<file path="config.mk">
export PLATFORM = sky130hd
export DESIGN_NAME = serial_subt_flat
export DESIGN_NICKNAME = d
export VERILOG_FILES = /design/src/rtl/serial_subt_if.sv /design/src/rtl/serial_subt.sv /design/src/flat_wrapper.sv
export SDC_FILE = /design/constraint.sdc
export NUM_CORES = 1
export LEC_CHECK = 0
export ABC_AREA = 1
export CELL_PAD_IN_SITES_DETAIL_PLACEMENT = 0
export CELL_PAD_IN_SITES_GLOBAL_PLACEMENT = 1
export CORE_UTILIZATION = 42
export CTS_CLUSTER_DIAMETER = 80
export CTS_CLUSTER_SIZE = 25
export DETAILED_ROUTE_END_ITERATION = 10
export PLACE_DENSITY = 0.84
export SYNTH_ARGS = -nofsm -noshare
export SYNTH_HDL_FRONTEND = slang
export SYNTH_SLANG_ARGS = --single-unit
</file>
<file path="constraint.sdc">
create_clock -name clk -period 2.94 [get_ports clk]
set_input_delay 0.735 -clock clk [delete_from_list [all_inputs] [get_ports clk]]
set_output_delay 0.735 -clock clk [all_outputs]
set_load 0.05 [all_outputs]
</file>
<file path="src/rtl/serial_subt_if.sv">
// Operand/result bundle for the bit-serial subtractor.
// The ov signal exists only when SERIAL_SUBT_OVF_EN is defined.
interface serial_subt_if #(
    parameter int WIDTH = 8
);
    logic             start;
    logic [WIDTH-1:0] a;
    logic [WIDTH-1:0] b;
    logic             bin;
    logic             busy;
    logic             done;
    logic [WIDTH-1:0] d;
    logic             bo;
`ifdef SERIAL_SUBT_OVF_EN
    logic             ov;
`endif

    modport master (
        output start, a, b, bin,
        input  busy, done, d, bo
`ifdef SERIAL_SUBT_OVF_EN
        , input ov
`endif
    );

    modport slave (
        input  start, a, b, bin,
        output busy, done, d, bo
`ifdef SERIAL_SUBT_OVF_EN
        , output ov
`endif
    );
endinterface

</file>
<file path="src/rtl/serial_subt.sv">
// Bit-serial subtractor: d = a - b - bin, LSB first, one full-subtractor cell per clock.
// Define SERIAL_SUBT_OVF_EN to add the registered signed-overflow output ov.
module serial_subt #(
    parameter int WIDTH = 8
) (
    input  logic         clk,
    input  logic         rst_n,
    serial_subt_if.slave bus
);
    localparam int            CW   = (WIDTH > 1) ? $clog2(WIDTH) : 1;
    localparam logic [CW-1:0] LAST = CW'(WIDTH - 1);

    typedef enum logic [1:0] {
        IDLE  = 2'd0,
        SHIFT = 2'd1,
        DONE  = 2'd2
    } state_t;

    state_t           state, state_nxt;
    logic [WIDTH-1:0] a_sr, b_sr, d_sr, d_q;
    logic [CW-1:0]    cnt;
    logic             brw, bo_q, busy_q, done_q;
    logic             dbit, nbrw;
`ifdef SERIAL_SUBT_OVF_EN
    logic             a_msb, b_msb, ov_q;
`endif

    // Full-subtractor cell on the current LSBs and the registered borrow.
    assign dbit = a_sr[0] ^ b_sr[0] ^ brw;
    assign nbrw = (~a_sr[0] & b_sr[0]) | (~(a_sr[0] ^ b_sr[0]) & brw);

    // NOTE: sequential state uses non-blocking assignments so every flop samples pre-edge values.
    always_ff @(posedge clk or negedge rst_n) begin
        if (!rst_n) state <= IDLE;
        else        state <= state_nxt;
    end

    always_comb begin
        // NOTE: default assigned first so no path through the case leaves state_nxt unassigned (no latch).
        state_nxt = state;
        case (state)
            IDLE:    if (bus.start) state_nxt = SHIFT;
            SHIFT:   if (cnt == LAST) state_nxt = DONE;
            DONE:    state_nxt = IDLE;
            default: state_nxt = IDLE;
        endcase
    end

    always_ff @(posedge clk or negedge rst_n) begin
        if (!rst_n) begin
            // NOTE: the shift registers are reset too, so an abandoned operation leaves no residue.
            a_sr   <= '0;
            b_sr   <= '0;
            d_sr   <= '0;
            d_q    <= '0;
            cnt    <= '0;
            brw    <= 1'b0;
            bo_q   <= 1'b0;
            busy_q <= 1'b0;
            done_q <= 1'b0;
`ifdef SERIAL_SUBT_OVF_EN
            a_msb  <= 1'b0;
            b_msb  <= 1'b0;
            ov_q   <= 1'b0;
`endif
        end else begin
            // Status flags are flops driven from the next state, keeping outputs glitch-free.
            busy_q <= (state_nxt == SHIFT);
            done_q <= (state_nxt == DONE);
            case (state)
                IDLE: begin
                    if (bus.start) begin
                        a_sr  <= bus.a;
                        b_sr  <= bus.b;
                        brw   <= bus.bin;
                        cnt   <= '0;
                        d_sr  <= '0;
`ifdef SERIAL_SUBT_OVF_EN
                        a_msb <= bus.a[WIDTH-1];
                        b_msb <= bus.b[WIDTH-1];
`endif
                    end
                end
                SHIFT: begin
                    a_sr <= a_sr >> 1;
                    b_sr <= b_sr >> 1;
                    brw  <= nbrw;
                    d_sr <= {dbit, d_sr[WIDTH-1:1]};
                    if (cnt != LAST) cnt <= cnt + CW'(1);
                    if (cnt == LAST) begin
                        d_q  <= {dbit, d_sr[WIDTH-1:1]};
                        bo_q <= nbrw;
`ifdef SERIAL_SUBT_OVF_EN
                        // dbit here is the result MSB.
                        ov_q <= (a_msb != b_msb) && (dbit != a_msb);
`endif
                    end
                end
                default: ;
            endcase
        end
    end

    assign bus.busy = busy_q;
    assign bus.done = done_q;
    assign bus.d    = d_q;
    assign bus.bo   = bo_q;
`ifdef SERIAL_SUBT_OVF_EN
    assign bus.ov   = ov_q;
`endif
endmodule

</file>
<file path="src/flat_wrapper.sv">
// flat-port wrapper written by rule: the top's interface ports become plain ports
module serial_subt_flat 
#(
    parameter int WIDTH = 8
)
  (clk, rst_n, bus_start, bus_a, bus_b, bus_bin, bus_busy, bus_done, bus_d, bus_bo);
  serial_subt_if #(.WIDTH(WIDTH)) bus_i ();
  input  logic clk;
  input  logic rst_n;
  input wire logic [$bits(bus_i.start)-1:0] bus_start;
  input wire logic [$bits(bus_i.a)-1:0] bus_a;
  input wire logic [$bits(bus_i.b)-1:0] bus_b;
  input wire logic [$bits(bus_i.bin)-1:0] bus_bin;
  output wire logic [$bits(bus_i.busy)-1:0] bus_busy;
  output wire logic [$bits(bus_i.done)-1:0] bus_done;
  output wire logic [$bits(bus_i.d)-1:0] bus_d;
  output wire logic [$bits(bus_i.bo)-1:0] bus_bo;
  assign bus_i.start = bus_start;
  assign bus_i.a = bus_a;
  assign bus_i.b = bus_b;
  assign bus_i.bin = bus_bin;
  assign bus_busy = bus_i.busy;
  assign bus_done = bus_i.done;
  assign bus_d = bus_i.d;
  assign bus_bo = bus_i.bo;
  serial_subt #(.WIDTH(WIDTH)) u_core (.clk(clk), .rst_n(rst_n), .bus(bus_i));
endmodule
</file>
==> metrics.txt, run 1 <==
residual DRC count=0; Startpoint Class=register; synthesized cell area=1840 µm²; worst-margin pin slew=0.890 ns; Setup crit end kind=output port; VDD IR-drop max=approximately 0.00052 V; hold path cells=2; Mapped Avg Cell Area=about 8.6 µm²; row count=23; crit-path cells=clkdlybuf4s50_1; largest net degree at the start of global routing=41; boundary pin count=31; hold path start=u_core.a_sr[7]; Starting Density=0.449; synth warn=0; H-tree levels=2; IO Port Bufs=30; R2R cell count=5; Synth area leaders=dfrtp_1 (55%), nand2_1 (21%), nand3_1 (5.7%); Post-synth top flop=dfrtp_1; post-CTS setup buffer count=0; via count=roughly 1400; latest clock arrival within the worst-skew pair=0.29 ns; FMAX=about 0.46 GHz; # resized after CTS=0; DP HPWL=between 2 and 2.5 mm; worst rel slew slack=0.407; PwrDens=1120 nW/µm²; fin area=between 2000 and 2500 µm²; crit path max fanout=2; synthesis-stage register bit count=40; Fin. Hold Viols=0; Overflow after GRT=0; CTS Sinks=40; top cell type's share of synthesized area=0.545; post-synth cell types=18; number of global-route vias before repair=1311; CP Class=reg -> out; Mapped Cells=approximately 210; nets=266; TNS Setup=0 ns; min-delay worst type=reg -> reg; clk slew on worst S/H paths=around 0.08 ns; top-count cell post-synth=nand2_1; cts bufs inserted=5; final WL=about 3.4 mm; # diodes=0; post-layout min period=between 2 and 2.5 ns; post-route core utilization=0.547; cell taking the most area after synthesis=dfrtp_1; final max-slew violation count=0; Hold Path Sink=u_core.a_sr[7]; R2R Setup Slk=1.00 ns; GRT Overall Usage=0.175; Seq/Total Area, Yosys=0.545; Worst Skew=approximately 0.0066 ns; DP Area=~2100 µm²; crit-path max cell delay=approximately 0.80 ns; status=finished, final reports clean; Pre-antenna DRT Iters=4; R2R Path Start=u_core.state[0]; Die Width=slightly below 70 µm; Post-synth EDFFs=0; CTS Buffer Depth=2; WP buf/inv=1; DR WL/cell=roughly 12 µm; GPL Wtd Cong=about 0.7; total die area=about 4600 µm²; Area Overhead vs Synth=21.9%; TritonCTS clock tree=yes; Core Box Area=about 4100 µm²; Max Cap Viol=0; Worst path top cell family by delay=buffers and inverters; Post-Syn Nets=approximately 240; leakage power=0.00116 µW; FF-to-FF End=u_core.b_sr[6]; Post-synth ARST share=1.00; first-pass GRT wire length=around 5.9 mm; critical path required time=around 2.2 ns; hold buffers post-CTS=0; Setup violations, final=0; DRT iter0 DRCs=73; vias per cell=4.64; initial antenna violation count=0; RSZ-0062 raised after global routing=false; ANT nets after route=0; Tcrit/Tclk final=0.742; Clock Tree Root=clkbuf_8; Chip Height=between 60 and 70 µm; Crit-path slowest cell=clkdlybuf4s50_1; commonest cells in the netlist=nand2_1 (102), dfrtp_1 (40), nand3_1 (21), inv_1 (15), o21ai_2 (8); share of layout cells above drive strength 1=0.0943; Fill cells=about 400; crit path DAT=approximately 1.5 ns
==> routing by layer <==
metal | wire length [µm] | global-route usage | part of all wire | up-vias
li1 | - | - | - | 727
met1 | 1780 | 0.256 | 0.52 | 605
met2 | 1500 | 0.256 | 0.44 | 29
met3 | 119 | 0.0350 | 0.035 | 2
met4 | 34 | 0.0625 | 0.0099 | 0
met5 | 0 | 0 | 0 | -
==> area by class of cell <==
type,count,area [µm²],share of cell area
multi-input combinational,148,689,0.308
sequential,40,1000,0.447
clock inverter,3,46.3,0.0207
inverter,17,66.3,0.0296
clock buffer,5,68.8,0.0308
tap,50,62.6,0.0280
timing repair buffer,31,303,0.135
==> flip-flops by register name (all words and copies together) (netlist names) <==
register / flops
u_core.a_sr: 8
u_core.b_sr: 8
u_core.brw: 1
u_core.bus.bo: 1
u_core.bus.busy: 1
u_core.bus.d: 8
u_core.bus.done: 1
u_core.cnt: 3
u_core.d_sr: 7
u_core.state: 2
==> logic make-up (layout without fill, tap and decap cells) <==
family | after synthesis | count (layout) | synth area share
AOI/OAI and AO/OA | 16 | 16 | 0.0661
adders and majority gates | 3 | 3 | 0.0245
buffers and inverters | 26 | 56 | 0.0791
DFF | 40 | 40 | 0.545
and+or+nand+nor | 129 | 129 | 0.285
==> metrics by stage <==
stage | total power [µW] | cells | worst slack, ns | hold slack [ns]
after global routing | 2730 | 294 | 0.701 | 0.512
after floorplan | 1810 | 214 | 1.57 | 0.439
after global placement | 2070 | 286 | 0.731 | 0.462
final | 2510 | 294 | 0.757 | 0.472
after CTS | 2550 | 294 | 0.744 | 0.478
after detailed placement | 2080 | 286 | 0.712 | 0.461
==> cells in the final DEF (no fill, tap or decap), drive strengths merged <==
| cell type | Yosys | routed |
|---|---|---|
| inv | 17 | 18 |
| buf | 9 | 2 |
| nand4 | 3 | 3 |
| fa | 1 | 1 |
| ha | 2 | 2 |
| clkinvlp | 0 | 1 |
| clkdlybuf4s50 | 0 | 29 |
| nor2 | 2 | 2 |
| o21ai | 16 | 16 |
| clkbuf | 0 | 5 |
| nand3 | 21 | 21 |
| dfrtp | 40 | 40 |
| bufinv | 0 | 1 |
| nand2 | 103 | 103 |
==> tightest hold or removal path, cell delays in order (launching register included) <==
cell	delay (ns)
dfrtp_1	0.34
nand2_1	0.05
nand2_1	0.05
==> power by group <==
group | total (µW) | internal [µW] | switching [µW]
Clock | 451 | 256 | 195
Combinational | 1110 | 386 | 725
Sequential | 949 | 789 | 160
Total | 2510 | 1430 | 1080
==> worst max-delay path by stage <==
stage / start / to / slack, ns / depth (start not counted)
after global routing: u_core.bus.d[7] / bus_d[7] / 0.70 / 1
after global placement: bus_start / u_core.d_sr[7] / 0.73 / 5
after detailed placement: bus_start / u_core.d_sr[7] / 0.71 / 5
final: u_core.bus.d[3] / bus_d[3] / 0.76 / 1
after CTS: u_core.bus.d[7] / bus_d[7] / 0.74 / 1
after floorplan: bus_start / u_core.a_sr[1] / 1.57 / 5
Power figures use the tool's default switching activity.
==> run 2: changes to the inputs <==
CORE_UTILIZATION = 39   (was 42)
PLACE_DENSITY = 0.78   (was 0.84)
clock period = 2.2 ns   (was 2.94 ns; I/O delays follow)
==> run 2 against run 1 <==
  * Worst hold slack got worse by 0.16 ns
  * Largest cell class unchanged
  * Sequential power rose by 30%
  * First-iteration DRC count rose by 64%
  * Via count increased by 3.7%
  * Global-route usage is 1.6 points lower
  * Count of clock-buffer cells in the layout is the same
  * Power is 36% higher
  * The flow now finishes with violations (DRC)
  * Critical path type unchanged
  * Routed wire length is 3.6% higher
  * Clock power increased by 30%
  * Combinational power rose by 43%
==> metrics.txt, run 2 (synthesis gave the netlist of run 1 again) <==
worst setup path start=u_core.bus.d[3]; hold buffers post-CTS=0; R2R Path Start=u_core.cnt[0]; clk slew on worst S/H paths=0.08 ns; CP Class=reg -> out; via count=between 1000 and 1500; Fin. Hold Viols=0; GRT Overall Usage=0.159; vias per cell=between 4 and 5; nets=271; Startpoint Class=register; DP Area=roughly 2200 µm²; post-CTS setup buffer count=0; DP HPWL=approximately 2.3 mm; H-tree levels=2; Sw Share=0.424; GPL Wtd Cong=approximately 0.73; commonest non-fill, non-tap cell in the layout=nand2_1; post-route setup slack=0.199 ns; crit path max fanout=2; leakage power=~0.0012 µW; Pre-antenna DRT Iters=7; Max Cap Viol=0; Area Overhead vs Synth=24.5%; crit-path max cell delay=around 0.8 ns; Setup violations, final=0; P_int=slightly below 2000 µW; share of layout cells above drive strength 1=0.112; Placed Cells=a little under 300; first-pass GRT wire length=around 6.1 mm; Worst Skew=a little over 0.007 ns; Chip Height=a little over 70 µm; CTS Buffer Depth=2; number of global-route vias before repair=1313; Switching Power=between 1000 and 1500 µW; Comb power frac=0.467; Clock Tree Root=clkbuf_8; Fill cells=between 400 and 500; TritonCTS clock tree=yes; initial antenna violation count=0; Setup crit end kind=output port; Tcrit/Tclk final=0.910; sequential power share=0.361; clock share of power=0.172; ANT nets after route=0; boundary pin count=31; final max-slew violation count=0; Die Width=slightly above 70 µm; Overflow after GRT=0; cts bufs inserted=5; FMAX=approximately 0.50 GHz; min-delay worst type=in -> async; # resized after CTS=0; PwrDens=approximately 1500 nW/µm²; TNS Setup=0 ns; violated checks=DRC; Crit-path slowest cell=clkdlybuf4s50_1; final WL=roughly 3.6 mm; status=finished, violations left; Core Box Area=between 4000 and 5000 µm²; latest clock arrival within the worst-skew pair=between 0.2 and 0.3 ns; largest net degree at the start of global routing=between 40 and 50; worst-margin pin slew=approximately 0.51 ns; DRT iter0 DRCs=between 100 and 150; Finished Layout Cells=~300; Starting Density=0.413; CTS Sinks=40; # diodes=0; Worst path top cell family by delay=buffers and inverters; critical path required time=roughly 1.7 ns; RSZ-0062 raised after global routing=false; total die area=about 5000 µm²; residual DRC count=2; fin area=2290 µm²; crit-path cells=clkdlybuf4s50_1; IO Port Bufs=30; row count=24; post-layout min period=2.00 ns; dpl ws=0.362 ns; VDD IR-drop max=0.000705 V; worst rel slew slack=0.662; WP buf/inv=1; crit path DAT=1.45 ns; commonest cells after routing, fill and taps aside=nand2_1 (102), dfrtp_1 (40), clkdlybuf4s50_1 (29), nand3_1 (21), inv_1 (15); DR WL/cell=11.8 µm
run 2: cell count changes in the layout (fill, tap and decap cells not counted):
cell / previous run / this run
inv_6: 1 / 0
buf_12: 0 / 1
buf_4: 1 / 5
clkinv_2: 0 / 1
run 2: per-stage QoR:
step                      power (µW)  hold slack (ns)  utilization
after global placement          2830            0.456        0.489
after CTS                       3450            0.330        0.514
after global routing            3710            0.339        0.514
after floorplan                 2420            0.254            -
after detailed placement        2850            0.466        0.489
final                           3410            0.314        0.514
run 2: per-layer routing:
layer | vias up | GRT usage | part of all wire
li1 | 734 | - | -
met1 | 647 | 0.231 | 0.51
met2 | 26 | 0.228 | 0.44
met3 | 6 | 0.0370 | 0.036
met4 | 0 | 0.0733 | 0.016
met5 | - | 0 | 0
run 2: path summary, 6_finish.rpt:
path / end / slack [ns] / depth (start not counted)
max: bus_d[3] / 0.20 / 1
min: u_core.bus.d[0] / 0.31 / 2
max reg2reg: u_core.bus.d[0] / 0.74 / 6
min reg2reg: u_core.bus.d[0] / 0.48 / 2
max in group asynchronous: u_core.a_sr[1] / 1.53 / 2
min in group clk: u_core.bus.d[0] / 0.48 / 2
run 2: final cells by class:
type	count	area, µm²	share of cell area
Clock buffer	5	68.8	0.0301
Sequential cell	40	1000	0.438
Timing Repair Buffer	36	353	0.154
Multi-Input combinational cell	148	689	0.302
Clock inverter	3	42.5	0.0186
Tap cell	52	65.1	0.0285
Inverter	17	66.3	0.0290
run 2: power groups by stage:
stage | clock network [µW] | registers (µW) | logic, µW
4_1_cts | 606 | 1230 | 1620
3_3_place_gp | 0 | 1240 | 1590
5_1_grt | 638 | 1270 | 1800
6_report | 587 | 1230 | 1590
3_5_place_dp | 0 | 1240 | 1610
2_1_floorplan | 0 | 1520 | 896
